==> src/rtl/dircc_application_pkg.sv <==
// Counter application state, shared between the RTS and send handlers.
package dircc_application_pkg;

    typedef struct packed {
        logic [15:0] rts;
        logic [15:0] count;
    } dev_state_t;

    typedef struct packed {
        logic [31:0] dircc_state;
        dev_state_t  user_state;
    } device_state_t;

    // One packet sent: consume an rts credit, bump the counter.
    function automatic dev_state_t counter_step(input dev_state_t s);
        dev_state_t r;
        r.rts   = (s.rts == 16'd0) ? 16'd0 : s.rts - 16'd1;
        r.count = s.count + 16'd1;
        return r;
    endfunction

endpackage

==> src/rtl/dircc_types_pkg.sv <==
// Shared DIRCC types: device-state flags, network packet, send FSM states.
package dircc_types_pkg;

    localparam int DIRCC_ADDR_W = 32;

    localparam logic [31:0] DIRCC_STATE_RUNNING = 32'h0000_0001;

    localparam logic [31:0] OUTPUT_FLAG_NONE  = 32'h0000_0000;
    localparam logic [31:0] OUTPUT_FLAG_PORT0 = 32'h0000_0001;

    typedef struct packed {
        logic [DIRCC_ADDR_W-1:0] src;
        logic [4:0]              port;
        logic [31:0]             payload;
    } dircc_packet_t;

    typedef enum logic [2:0] {
        S_IDLE,
        S_LOAD,
        S_SEND,
        S_WB,
        S_HOLD
    } send_state_e;

endpackage

==> src/rtl/dircc_rr_arbiter.sv <==
// Round-robin pick: lowest requesting port at or above the pointer, wrapping.
module dircc_rr_arbiter #(
    parameter int NUM_PORTS = 32
) (
    input  logic [NUM_PORTS-1:0] req_i,
    input  logic [4:0]           pointer_i,
    output logic [4:0]           grant_idx_o,
    output logic                 grant_any_o
);

    always_comb begin
        logic [5:0] idx;
        idx         = '0;
        grant_idx_o = '0;
        grant_any_o = 1'b0;
        // Scan downwards so the nearest port past the pointer wins last.
        for (int i = NUM_PORTS - 1; i >= 0; i--) begin
            idx = {1'b0, pointer_i} + 6'(i);
            if (idx >= 6'(NUM_PORTS)) begin
                idx = idx - 6'(NUM_PORTS);
            end
            if (req_i[idx[4:0]]) begin
                grant_any_o = 1'b1;
                grant_idx_o = idx[4:0];
            end
        end
    end

endmodule

==> src/rtl/dircc_send_handler.sv <==
// Drains rts_ready flags: arbitrate a port, send one packet, write back state.
module dircc_send_handler
    import dircc_types_pkg::*;
    import dircc_application_pkg::*;
#(
    parameter int ADDRESS_MEM_WIDTH = 32,
    parameter     NODE_TYPE         = "default",
    parameter int NUM_PORTS         = 32,
    parameter int HOLDOFF_CYCLES    = 2
) (
    input  logic                         clk,
    input  logic                         reset,
    input  logic [ADDRESS_MEM_WIDTH-1:0] address,
    input  logic [31:0]                  rts_ready,
    input  device_state_t                read_state,
    output dircc_packet_t                tx_packet,
    output logic                         tx_valid,
    input  logic                         tx_ready,
    output device_state_t                write_state,
    output logic                         write_en,
    output logic                         busy
);

    localparam int HOLD_W = (HOLDOFF_CYCLES > 1) ? $clog2(HOLDOFF_CYCLES) : 1;
    localparam logic [HOLD_W-1:0] HOLD_LAST = HOLD_W'(HOLDOFF_CYCLES - 1);

    send_state_e   state_q;
    logic [4:0]    grant_q;
    logic [4:0]    ptr_q;
    logic [HOLD_W-1:0] hold_q;
    dircc_packet_t tx_packet_q;
    logic          tx_valid_q;
    device_state_t write_state_q;
    logic          write_en_q;

    logic [4:0]    grant_idx;
    logic          grant_any;
    logic          running;
    device_state_t wb_d;

    dircc_rr_arbiter #(
        .NUM_PORTS (NUM_PORTS)
    ) u_arb (
        .req_i       (rts_ready[NUM_PORTS-1:0]),
        .pointer_i   (ptr_q),
        .grant_idx_o (grant_idx),
        .grant_any_o (grant_any)
    );

    assign running = (read_state.dircc_state & DIRCC_STATE_RUNNING) != '0;

    // Only the counter application knows how to advance its user state.
    if (NODE_TYPE == "default") begin : g_counter
        always_comb begin
            wb_d            = read_state;
            wb_d.user_state = counter_step(read_state.user_state);
        end
    end else begin : g_passthru
        assign wb_d = read_state;
    end

    always_ff @(posedge clk) begin
        if (reset) begin
            state_q       <= S_IDLE;
            grant_q       <= '0;
            ptr_q         <= '0;
            hold_q        <= '0;
            tx_packet_q   <= '0;
            tx_valid_q    <= 1'b0;
            write_state_q <= '0;
            write_en_q    <= 1'b0;
        end else begin
            write_en_q <= 1'b0;
            unique case (state_q)
                S_IDLE: begin
                    if (grant_any) begin
                        grant_q <= grant_idx;
                        state_q <= S_LOAD;
                    end
                end
                S_LOAD: begin
                    if (running && read_state.user_state.rts != 16'd0) begin
                        tx_packet_q.src     <= DIRCC_ADDR_W'(address);
                        tx_packet_q.port    <= grant_q;
                        tx_packet_q.payload <= {16'b0, read_state.user_state.count};
                        tx_valid_q          <= 1'b1;
                        state_q             <= S_SEND;
                    end else begin
                        state_q <= S_IDLE;
                    end
                end
                S_SEND: begin
                    if (tx_ready) begin
                        tx_valid_q    <= 1'b0;
                        write_state_q <= wb_d;
                        write_en_q    <= 1'b1;
                        state_q       <= S_WB;
                    end
                end
                S_WB: begin
                    ptr_q   <= (grant_q == 5'(NUM_PORTS - 1)) ? 5'd0 : grant_q + 5'd1;
                    hold_q  <= '0;
                    state_q <= (HOLDOFF_CYCLES == 0) ? S_IDLE : S_HOLD;
                end
                S_HOLD: begin
                    if (hold_q == HOLD_LAST) begin
                        state_q <= S_IDLE;
                    end else begin
                        hold_q <= hold_q + 1'b1;
                    end
                end
                default: state_q <= S_IDLE;
            endcase
        end
    end

    assign tx_packet   = tx_packet_q;
    assign tx_valid    = tx_valid_q;
    assign write_state = write_state_q;
    assign write_en    = write_en_q;
    assign busy        = (state_q != S_IDLE);

endmodule

==> config.mk <==
export PLATFORM = sky130hd
export DESIGN_NAME = dircc_send_handler
export DESIGN_NICKNAME = d
export VERILOG_FILES = /design/src/rtl/dircc_application_pkg.sv /design/src/rtl/dircc_types_pkg.sv /design/src/rtl/dircc_rr_arbiter.sv /design/src/rtl/dircc_send_handler.sv
export SDC_FILE = /design/constraint.sdc
export NUM_CORES = 1
export LEC_CHECK = 0
export CAP_MARGIN = 5
export CORE_UTILIZATION = 52
export DETAILED_ROUTE_END_ITERATION = 8
export PLACE_DENSITY = 0.9
export SKIP_CTS_REPAIR_TIMING = 1
export SLEW_MARGIN = 20
export SYNTH_ARGS = -nofsm -noshare
export SYNTH_HDL_FRONTEND = slang
export SYNTH_SLANG_ARGS = --single-unit
==> constraint.sdc <==
create_clock -name clk -period 4.9 [get_ports clk]
set_input_delay 0.98 -clock clk [delete_from_list [all_inputs] [get_ports clk]]
set_output_delay 0.98 -clock clk [all_outputs]
set_load 0.03 [all_outputs]
; Word level (Yosys, flattened, before mapping)
; Cells that the tools add are included.
[classes]
addsub = 67
n_mul = 0
div = 0
magnitude_cmp = 64
eq_ne = 9
shift = 0
mux = 173
n_bitwise = 1
n_reduce_logical = 13
[ops]
columns = cell, n
row1 = two-way mux 5 bit, 65
row2 = "< comparator 5 x 6 -> 1 bit, second input constant", 32
row3 = ">= comparator 6 bit, second input constant", 31
row4 = binary-select mux 1 bit (select 5 bit), 32
row5 = "subtractor 5 x 1 -> 5 bit, second input constant", 32
row6 = "adder 5 x 5 -> 6 bit, second input constant", 16
row7 = two-way mux 1 bit, 68
row8 = "adder 5 x 4 -> 6 bit, second input constant", 8
row9 = "adder 5 x 3 -> 6 bit, second input constant", 4
row10 = "adder 16 x 1 -> 16 bit, second input constant", 1
row11 = zero test 16 bit, 1
row12 = two-way mux 16 bit, 1
row13 = nonzero test 16 bit, 1
row14 = "subtractor 16 x 1 -> 16 bit, second input constant", 1
row15 = one-hot mux 3 bit (5 select lines), 1
row16 = "adder 5 x 2 -> 6 bit, second input constant", 2
row17 = two-way mux 3 bit, 3
row18 = "inequality test 2 bit, second input constant", 4
row19 = "adder 5 x 1 -> 6 bit, second input constant", 1
row20 = "== test 3 x 2 -> 1 bit, second input constant", 2
row21 = ">= comparator 5 x 6 -> 1 bit, second input constant", 1
row22 = AND reduction 2 bit, 3
row23 = AND reduction 3 bit, 2
row24 = "adder 5 x 1 -> 5 bit, second input constant", 1
row25 = 12 further kinds, 14
[totals]
ff_bits = 133
latch_bits = 0
ramBits = 0
mem_bits_ro = 0
inputBits = 131
out_inout_bits = 136
wordCells = 339
n_memories = 0

; Logic depth before layout (Yosys ltp)
; Gate-level depths: netlist (run 1).
[depth]
depth_word = 39
depth_mapped = 18
mapped_depth_nobuf = 12

; Modules after synthesis
; A second synthesis (run 1) with hierarchy kept.
[hier_totals]
hier_cells = 1241
area_unflattened_um2 = 11444.7
[modules_own_cells]
columns = module, n_inst, cells_each, area_each_um2, seq_area_each_um2
row1 = dircc_rr_arbiter, 1, 661, 5745.5, 0.0
row2 = dircc_send_handler, 1, 580, 5699.2, 2662.6

; Worst setup path after synthesis (run 1)
; OpenSTA, ideal clock, no wires.
[synth_path]
kind = register -> register
startpoint = reg ptr_q[1]
endpoint = reg grant_q[2]
setup_ps = 101
arrival_ps = 4394
t_required_ps = 4799
path_slack_ps = 405
stages_incl_launch_ff = 18
n_path_buf = 5
period_less_slack_ps = 4495
path_cell_list = dfxtp_1 -> buf_4 -> buf_6 -> buf_2 -> clkbuf_1 -> inv_1 -> ha_1 -> clkbuf_1 -> mux4_2 -> mux2_2 -> mux2_2 -> mux2i_4 -> mux2_2 -> o22ai_1 -> a31oi_1 -> o31ai_1 -> a21oi_1 -> o41ai_1
[synth_between]
elab_chain_len = 38
elab_cells_between_ends = 256
classes_between = add/sub: 63 / order compare: 32 / mux: 160 / reduce/logical: 1
[synth_rtl]
columns = item, line_no
row1 = "start, declared", dircc_send_handler.sv:29  ; logic [4:0] ptr_q;
row2 = "start signal, assigned", dircc_send_handler.sv:101  ; ptr_q <= (grant_q == 5'(NUM_PORTS - 1)) ? 5'd0 : grant_q + 5'd1;
row3 = adder 5 x 5 -> 6 bit, dircc_rr_arbiter.sv:18  ; idx = {1'b0, pointer_i} + 6'(i);
row4 = subtractor 5 x 1 -> 5 bit / >= comparator 6 bit (equally long branches), "dircc_rr_arbiter.sv:20, dircc_rr_arbiter.sv:19"
row5 = two-way mux 5 bit, dircc_rr_arbiter.sv:19  ; if (idx >= 6'(NUM_PORTS)) begin
row6 = binary-select mux 1 bit (select 5 bit), dircc_rr_arbiter.sv:22  ; if (req_i[idx[4:0]]) begin
row7 = two-way mux 1 bit (implied by the code), dircc_rr_arbiter.sv:22
row8 = two-way mux 1 bit (32 in a row), dircc_rr_arbiter.sv:22
row9 = AND reduction 2 bit (no source line), n/a
row10 = "end signal, assigned", dircc_send_handler.sv:77  ; grant_q <= grant_idx;
row11 = "end, declared", dircc_send_handler.sv:28  ; logic [4:0] grant_q;
; Parallel ways exist; a longest one is shown, timed or not. The select of a mux whose other input is x is not followed.
; A chain may end at the register's enable or synchronous reset.

; Final worst setup path (run 1)
[layout_path]
startpoint = reg ptr_q[1]
endpoint = reg grant_q[1]
; Same word-level chain as after synthesis.

==> run_results.csv, run 1 <==
group,metric,value,unit
placement,portBuffers,250,
layout,layout_common_cells,"258 x nand2_1, 249 x clkdlybuf4s50_1, 131 x dfxtp_1",
global_route,grt_pass1_wl,65.9,mm
synthesis,mappedNetlistArea,0.0112,mm2
synthesis,synthCells,1325,
layout,drive_gt1_share,15.6,%
synthesis,ys_ff_latch,133,
sta,slew_headroom,26.5,%
synthesis,synthFlopType,"dfxtp_1",
critical_path,path_buf_inv,2,
critical_path,required,5.19,ns
synthesis,syn_avg_cell_area,8.48,um2
global_route,grt_util_met2,62.4,%
placement,gp_congestion,1.06,
clock_tree,cts_sinks,133,
critical_path,cp-end-kind,"register",
detailed_routing,vias_per_cell,6.53,
clock_tree,cts_buffer_depth,2,
sta,fin_crit_sh,96.7,%
global_route,grt_pass1_vias,11500,
sta,fmax,0.211,GHz
sta,finalSetupViolations,0,
power,p_per_area,244,mW/mm2
critical_path,critPathArrivalTime,5.03,ns
layout,syn_to_final_growth,31.3,%
layout,nets,1718,
synthesis,synthArstFlopShare,0,%
sta,slew_violations,0,
critical_path,crit_family,"simple AND/OR/NAND/NOR gates",
global_route,use_met3,9.36,%
synthesis,synth.distinct_cells,81,
critical_path,critPathKind,"reg -> reg",
global_route,globalRouteMet1Util,49.4,%
power,p_leak,5.23,nW
layout,antenna_cells,0,
floorplanning,start_util,53.3,%
detailed_routing,first_iter_violations,1487,
layout,fillCellCount,1590,
hold_path,hold_path_class,"reg -> reg",
critical_path,worstSetupStartpointType,"register",
sta,tns,0,ns
run_status,status,"completed",
sta,worst_pin_slew,1.10,ns
floorplanning,die_area,0.0222,mm2
sta,hold_violations,0,
global_route,overflow,0,
layout,final_util,69.9,%
clock_tree,clkLatencyLatePin,0.43,ns
detailed_routing,firstDrtPassIters,6,
sta,final.setup_skew,0.00962,ns
floorplanning,fp.dieH,149,um
global_route,grt_max_degree,84,
critical_path,critPathMaxStageDelay,0.70,ns
global_route,grt_use_total,39.1,%
synthesis,yosysSeqAreaShare,23.7,%
detailed_routing,ant_nets,0,
global_route,top_usage_layer,"met2",
detailed_routing,via_count,12100,
flow_run,cap_violations,0,
detailed_routing,wl_per_cell,23.9,um
critical_path,critical_path_peak_fanout,40,
clock_tree,cts-root-buf,"clkbuf_16",
detailed_routing,drc_errors,0,
clock_tree,htreeDepth,4,
detailed_routing,finalWirelength,44.4,mm
critical_path,crit_top_cell,"buf_4",
clock_tree,clkTransAtPathRegs,0.06,ns
global_route,antenna_found_initial,0,
power,vdd_ir_drop_max,0.254,mV
floorplanning,rows,53,
placement,dp_hpwl,33.3,mm
clock_tree,cts_tree,"yes",
synthesis,ys_warn_count,0,
critical_path,slowest_stage,"mux4_2",
synthesis,synth-edff-count,0,
clock_tree,cts_made_buffers,17,
floorplanning,die_x,149,um
critical_path,crit_chain,"buf_4, buf_4, mux4_2, mux2_2, a22oi_1, o311a_1, nor3_1, or4_1, nor4_1, nor4b_1, o31ai_1",
sta,rsz0062_at_grt,"false",
sta,min_period,4.74,ns
floorplanning,core_area,0.0211,mm2
layout,final_common_cell,"nand2_1",
floorplanning,io_pins,267,
[worst paths after layout]
path | startpoint | end | slack (ns) | cells past startpoint
setup reg to reg | ptr_q[1]$_SDFFE_PP0P_ | grant_q[1]$_SDFFE_PP0P_ | 0.16 | 11
setup / recovery | ptr_q[1]$_SDFFE_PP0P_ | grant_q[1]$_SDFFE_PP0P_ | 0.16 | 11
hold / removal | tx_packet[57]$_SDFFE_PP0P_ | tx_packet[57]$_SDFFE_PP0P_ | 0.45 | 2
hold reg to reg | tx_packet[57]$_SDFFE_PP0P_ | tx_packet[57]$_SDFFE_PP0P_ | 0.45 | 2
[worst register-to-register path, stage by stage (launching register included)]
cell	delay, ns
dfxtp_2	0.32
buf_4	0.34
buf_4	0.60
mux4_2	0.71
mux2_2	0.32
a22oi_1	0.38
o311a_1	0.41
nor3_1	0.09
or4_1	0.41
nor4_1	0.36
nor4b_1	0.52
o31ai_1	0.14
[routing by layer]
layer  vias to the layer above  routed length, um  share of wire (%)
li1                       5351                  -                  -
met1                      5802              17200                 39
met2                       807              20300                 46
met3                       176               4480                 10
met4                         0               2350                5.3
met5                         -                  0                  0
[power by group]
group          leakage [nW]  total [mW]  internal, mW  switching, mW
registers              1.08        1.15          1.12         0.0273
clock network         0.311        1.36         0.831          0.533
logic                  3.84        1.09         0.453          0.638
[sequential cells by signal, indices dropped and copies added, names as in the netlist]
signal and cells:
write_state 64, tx_packet 53, grant_q 5, ptr_q 5
state_q 3, hold_q 1, tx_valid 1, write_en 1
[area by class of cell]
class | instances | area (um2) | area share, %
Timing Repair Buffer | 314 | 2990 | 20.3
Sequential cell | 133 | 2670 | 18.1
Multi-Input combinational cell | 1068 | 7980 | 54.1
Clock buffer | 18 | 439 | 2.98
Inverter | 36 | 135 | 0.916
Clock inverter | 14 | 188 | 1.27
Tap cell | 275 | 344 | 2.33
[cells in the mapped netlist, types with 21 or more instances]
master	n	area, um2
mux2i_1	60	601
buf_4	21	158
a21oi_1	130	651
inv_1	25	93.8
nand2_1	259	972
nor3_1	22	110
nor2_1	78	293
xnor2_1	35	307
clkbuf_1	59	221
mux2_2	28	315
mux4_2	85	1910
dfxtp_1	133	2660
o21ai_0	53	265
xor2_1	22	193
[metrics by stage]
stage | std cells | cell area [um2] | hold WS [ns] | total power [mW] | setup WS [ns]
final | 1858 | 14700 | 0.455 | 3.60 | 0.160
after global routing | 1858 | 14700 | 0.474 | 3.71 | 0.0810
after CTS | 1858 | 14700 | 0.455 | 3.59 | 0.317
after detailed placement | 1826 | 14100 | 0.445 | 2.22 | 0.146
after global placement | 1826 | 14100 | 0.435 | 2.21 | 0.0611
after floorplan | 1340 | 11300 | 0.441 | 1.81 | 0.405
[cells by family (layout without fill, tap and decap cells)]
kind of cell / after synthesis / in the layout / synth area share (%)
flip-flops: 133 / 133 / 23.7
XOR/XNOR: 62 / 62 / 5.17
AO/OA/AOI/OAI: 341 / 341 / 19.5
buffers and inverters: 139 / 382 / 5.82
other: 1 / 16 / 0.0334
adder cells (fa/ha/maj): 17 / 17 / 1.89
multiplexers: 181 / 181 / 26.3
AND/OR/NAND/NOR: 451 / 451 / 17.5
No activity file was read; power rests on OpenSTA's default activity.
==> inputs of run 2 (changes only) <==
--- a/config.mk
+++ b/config.mk
@@ -6,9 +6,9 @@
 export NUM_CORES = 1
 export LEC_CHECK = 0
 export CAP_MARGIN = 5
-export CORE_UTILIZATION = 52
+export CORE_UTILIZATION = 45
 export DETAILED_ROUTE_END_ITERATION = 8
-export PLACE_DENSITY = 0.9
+export PLACE_DENSITY = 0.8
 export SKIP_CTS_REPAIR_TIMING = 1
 export SLEW_MARGIN = 20
 export SYNTH_ARGS = -nofsm -noshare
==> run_results.csv, run 2 (same netlist as run 1, synthesis figures left out) <==
group,metric,value,unit
global_route,grt_max_degree,72,
layout,nets,1724,
clock_tree,cts-root-buf,"clkbuf_16",
hold_path,whs_endpoint,"write_state[26]$_SDFFE_PP0P_",
placement,gp_congestion,1.11,
detailed_routing,drc_errors,0,
placement,portBuffers,250,
floorplanning,core_area,0.0244,mm2
clock_tree,cts_sinks,133,
global_route,grt_pass1_wl,64.4,mm
layout,syn_to_final_growth,31.9,%
critical_path,critPathArrivalTime,4.84,ns
critical_path,r2r-end,"grant_q[0]$_SDFFE_PP0P_",
detailed_routing,wl_per_cell,21.7,um
floorplanning,die_area,0.0256,mm2
floorplanning,die_x,160,um
placement,dp_hpwl,32.2,mm
power,vdd_ir_drop_max,0.224,mV
placement,place_area,0.0142,mm2
hold_path,min_path_cells,2,
clock_tree,clkLatencyLatePin,0.43,ns
hold_path,hold_path_class,"reg -> reg",
critical_path,rrSetupSlack,0.36,ns
sta,layout_setup_ws,0.358,ns
critical_path,worstSetupStartpointType,"register",
global_route,grt_pass1_vias,11200,
run_status,status,"completed",
layout,fin_cells,1913,
sta,min_period,4.54,ns
power,fin_total_pwr,3.48,mW
critical_path,worstReg2RegStart,"ptr_q[0]$_SDFFE_PP0P_",
layout,antenna_cells,0,
hold_path,hp-start,"write_state[26]$_SDFFE_PP0P_",
critical_path,required,5.20,ns
flow_run,cap_violations,0,
critical_path,critPathLaunch,"ptr_q[0]$_SDFFE_PP0P_",
detailed_routing,ant_nets,0,
sta,tns,0,ns
layout,fillCellCount,2136,
detailed_routing,vias_per_cell,6.23,
critical_path,critPathKind,"reg -> reg",
detailed_routing,via_count,11900,
power,p_per_area,235,mW/mm2
floorplanning,io_pins,267,
clock_tree,cts_made_buffers,17,
layout,multi_input_area,0.00799,mm2
layout,final_common_cell,"nand2_1",
floorplanning,fp.dieH,160,um
sta,holdWs,0.453,ns
sta,worst_pin_slew,1.04,ns
global_route,grt_use_total,32.4,%
layout,largest_register_ffs,64,
placement,dp.cells,1881,
sta,fmax,0.220,GHz
power,p_leak,5.23,nW
layout,layout_common_cells,"258 x nand2_1, 249 x clkdlybuf4s50_1, 131 x dfxtp_1",
sta,slew_headroom,30.3,%
floorplanning,start_util,46.1,%
floorplanning,rows,57,
critical_path,cp-end-kind,"register",
sta,rsz0062_at_grt,"false",
layout,drive_gt1_share,15.9,%
sta,hold_violations,0,
detailed_routing,finalWirelength,41.5,mm
layout,final_cell_area,0.0148,mm2
clock_tree,cts_buffer_depth,2,
sta,slew_violations,0,
layout,final_util,60.7,%
layout,register_area,0.00267,mm2
global_route,antenna_found_initial,0,
clock_tree,htreeDepth,4,
sta,final.setup_skew,0.00923,ns
sta,finalSetupViolations,0,
detailed_routing,first_iter_violations,1313,
sta,fin_crit_sh,92.7,%
detailed_routing,firstDrtPassIters,7,
global_route,overflow,0,
critical_path,worst-r2r-cell-count,13,
critical_path,critical_path_peak_fanout,43,
clock_tree,clkTransAtPathRegs,0.06,ns
placement,pre_cts_slack,0.263,ns
clock_tree,cts_tree,"yes",
## run 2: where the power goes
group	leakage, nW	internal, mW	switching [mW]
combinational	3.87	0.458	0.620
sequential	1.08	1.12	0.0259
clock	0.283	0.679	0.572
## run 2: cell type report
cell class / count / share of cell area (%)
inverter: 36 / 0.912
clock inverter: 15 / 1.08
tap: 324 / 2.74
sequential: 133 / 18.0
clock buffer: 17 / 2.87
multi-input combinational: 1068 / 53.9
timing repair buffer: 320 / 20.5
## run 2: worst max-delay path: stages (launching register included)
cell and delay [ns]:
dfxtp_2 0.37, buf_12 0.26, ha_1 0.61, a21boi_0 0.24
xnor2_1 0.53, inv_1 0.16, mux4_2 0.60, a2111oi_0 0.49
o221ai_1 0.19, a211oi_1 0.34, o41ai_1 0.13, buf_4 0.15
a21oi_1 0.24, o41ai_2 0.10
## run 2: worst max path at each step
stage          slack, ns                       to  depth (start not counted)
2_1_floorplan       0.40  grant_q[2]$_SDFFE_PP0P_                         17
3_3_place_gp        0.30  grant_q[0]$_SDFFE_PP0P_                         12
3_5_place_dp        0.26  grant_q[0]$_SDFFE_PP0P_                         12
4_1_cts             0.44  grant_q[0]$_SDFFE_PP0P_                         13
5_1_grt             0.06  grant_q[0]$_SDFFE_PP0P_                         13
6_report            0.36  grant_q[0]$_SDFFE_PP0P_                         13
## run 2: layer usage
metal / share of wire, % / vias up / GRT usage (%)
met5: 0 / - / 0
met4: 5.6 / 0 / 17.3
met3: 9.6 / 161 / 7.30
met2: 45 / 684 / 50.6
met1: 40 / 5706 / 41.6
li1: - / 5369 / -
==> inputs of run 3 (changes only) <==
--- a/config.mk
+++ b/config.mk
@@ -9,6 +9,7 @@
 export CORE_UTILIZATION = 45
 export DETAILED_ROUTE_END_ITERATION = 8
 export PLACE_DENSITY = 0.8
+export SETUP_SLACK_MARGIN = 0.15
 export SKIP_CTS_REPAIR_TIMING = 1
 export SLEW_MARGIN = 20
 export SYNTH_ARGS = -nofsm -noshare
==> run_results.csv, run 3 (same netlist as run 1, synthesis figures left out) <==
group,metric,value,unit
clock_tree,clkLatencyLatePin,0.43,ns
detailed_routing,firstDrtPassIters,5,
floorplanning,start_util,46.1,%
critical_path,critical_path_peak_fanout,9,
critical_path,worstSetupStartpointType,"register",
detailed_routing,drc_errors,0,
critical_path,critPathKind,"reg -> reg",
power,combPwrFrac,31.0,%
placement,gp_congestion,1.11,
sta,slew_violations,0,
power,seqPwrFrac,33.0,%
layout,fin_cells,1913,
hold_path,hold_path_class,"reg -> reg",
detailed_routing,first_iter_violations,1318,
sta,finalSetupViolations,0,
layout,multi_input_area,0.00799,mm2
floorplanning,fp.dieH,160,um
layout,largest_register_ffs,64,
critical_path,cp-endpoint,"grant_q[4]$_SDFFE_PP0P_",
layout,register_area,0.00267,mm2
critical_path,crit_chain,"inv_1, ha_1, a21boi_2, xnor2_2, mux4_2, o31ai_1, a31oi_1, o31ai_1, a21oi_1, o21ai_1, a21oi_1, o41ai_1",
sta,final.setup_skew,0.00973,ns
sta,slew_headroom,31.5,%
layout,layout_common_cells,"258 x nand2_1, 249 x clkdlybuf4s50_1, 131 x dfxtp_1",
detailed_routing,ant_nets,0,
placement,dp_hpwl,32.2,mm
clock_tree,cts-root-buf,"clkbuf_16",
layout,antenna_cells,0,
power,intPower,2.26,mW
critical_path,path_buf_inv,1,
global_route,overflow,0,
placement,place_area,0.0142,mm2
critical_path,rrSetupSlack,0.36,ns
global_route,antenna_found_initial,0,
layout,final_util,60.8,%
power,vdd_ir_drop_max,0.224,mV
detailed_routing,vias_per_cell,6.22,
floorplanning,core_area,0.0244,mm2
sta,worst_pin_slew,1.02,ns
detailed_routing,wl_per_cell,21.7,um
power,p_clk_share,36.0,%
layout,final_cell_area,0.0148,mm2
critical_path,slowest_stage,"mux4_2",
critical_path,worstReg2RegStart,"ptr_q[2]$_SDFFE_PP0P_",
detailed_routing,finalWirelength,41.5,mm
critical_path,crit_family,"compound AO/OA/AOI/OAI gates",
sta,fin_crit_sh,92.7,%
critical_path,critPathMaxStageDelay,0.67,ns
power,swShare,35.0,%
layout,syn_to_final_growth,31.9,%
sta,tns,0,ns
power,fin_total_pwr,3.48,mW
layout,drive_gt1_share,16.0,%
clock_tree,htreeDepth,4,
sta,hold_violations,0,
sta,fmax,0.220,GHz
critical_path,critPathLaunch,"ptr_q[2]$_SDFFE_PP0P_",
global_route,grt_use_total,32.4,%
floorplanning,rows,57,
critical_path,required,5.23,ns
global_route,grt_pass1_vias,11200,
critical_path,critPathArrivalTime,4.87,ns
critical_path,cp-end-kind,"register",
clock_tree,cts_sinks,133,
clock_tree,cts_tree,"yes",
power,p_leak,5.23,nW
floorplanning,die_area,0.0256,mm2
sta,rsz0062_at_grt,"false",
power,power_switching,1.22,mW
placement,dp.cells,1881,
floorplanning,die_x,160,um
floorplanning,io_pins,267,
placement,portBuffers,250,
hold_path,hp-start,"write_state[26]$_SDFFE_PP0P_",
critical_path,worst-r2r-cell-count,12,
clock_tree,cts_made_buffers,17,
run_status,status,"completed",
global_route,grt_max_degree,72,
layout,final_common_cell,"nand2_1",
clock_tree,cts_buffer_depth,2,
sta,min_period,4.54,ns
layout,fillCellCount,2135,
global_route,grt_pass1_wl,64.4,mm
clock_tree,clkTransAtPathRegs,0.06,ns
power,p_per_area,235,mW/mm2
layout,nets,1724,
critical_path,cp.depth,12,
critical_path,r2r-end,"grant_q[4]$_SDFFE_PP0P_",
flow_run,cap_violations,0,
detailed_routing,via_count,11900,
[run 3: cell counts in the layout (fill, tap and decap cells not counted)]
No cell type changed its count.
[run 3: worst min path at each step]
stage | endpoint | slack, ns | cells after the start
finish | write_state[26]$_SDFFE_PP0P_ | 0.45 | 2
global route | write_state[53]$_SDFFE_PP0P_ | 0.47 | 2
CTS | write_state[53]$_SDFFE_PP0P_ | 0.45 | 2
detailed placement | write_state[27]$_SDFFE_PP0P_ | 0.44 | 2
global placement | write_state[30]$_SDFFE_PP0P_ | 0.43 | 2
floorplan | hold_q$_SDFFE_PP0P_ | 0.44 | 2
[run 3: per-layer routing]
layer	global-route usage (%)	wire [um]
met3	7.30	3960
met4	17.3	2320
met2	50.6	18700
met5	0	0
met1	41.6	16500
[run 3: power groups by stage]
| stage | sequential, mW | combinational, mW | clock (mW) |
|---|---|---|---|
| final | 1.15 | 1.08 | 1.25 |
| after global routing | 1.15 | 1.14 | 1.32 |
| after CTS | 1.15 | 1.05 | 1.27 |
| after detailed placement | 1.17 | 1.04 | 0 |
| after global placement | 1.17 | 1.04 | 0 |
| after floorplan | 1.23 | 0.574 | 0 |
[run 3: tightest hold or removal path, delay by kind of cell, from the launching register on]
family | cells | cell delay (ns)
flops | 1 | 0.32
compound gates | 1 | 0.06
simple gates | 1 | 0.04
[run 3: area by class of cell]
| type | instances | share of cell area, % |
|---|---|---|
| Multi-Input combinational cell | 1068 | 53.9 |
| Sequential cell | 133 | 18.0 |
| Inverter | 36 | 0.912 |
| Tap cell | 324 | 2.74 |
| Timing Repair Buffer | 320 | 20.5 |
| Clock buffer | 17 | 2.87 |
| Clock inverter | 15 | 1.08 |
[run 3: metrics by stage]
step | worst slack, ns | hold WS, ns
floorplan | 0.405 | 0.441
CTS | 0.443 | 0.455
global route | 0.220 | 0.468
detailed placement | 0.263 | 0.442
global placement | 0.296 | 0.434
finish | 0.356 | 0.453
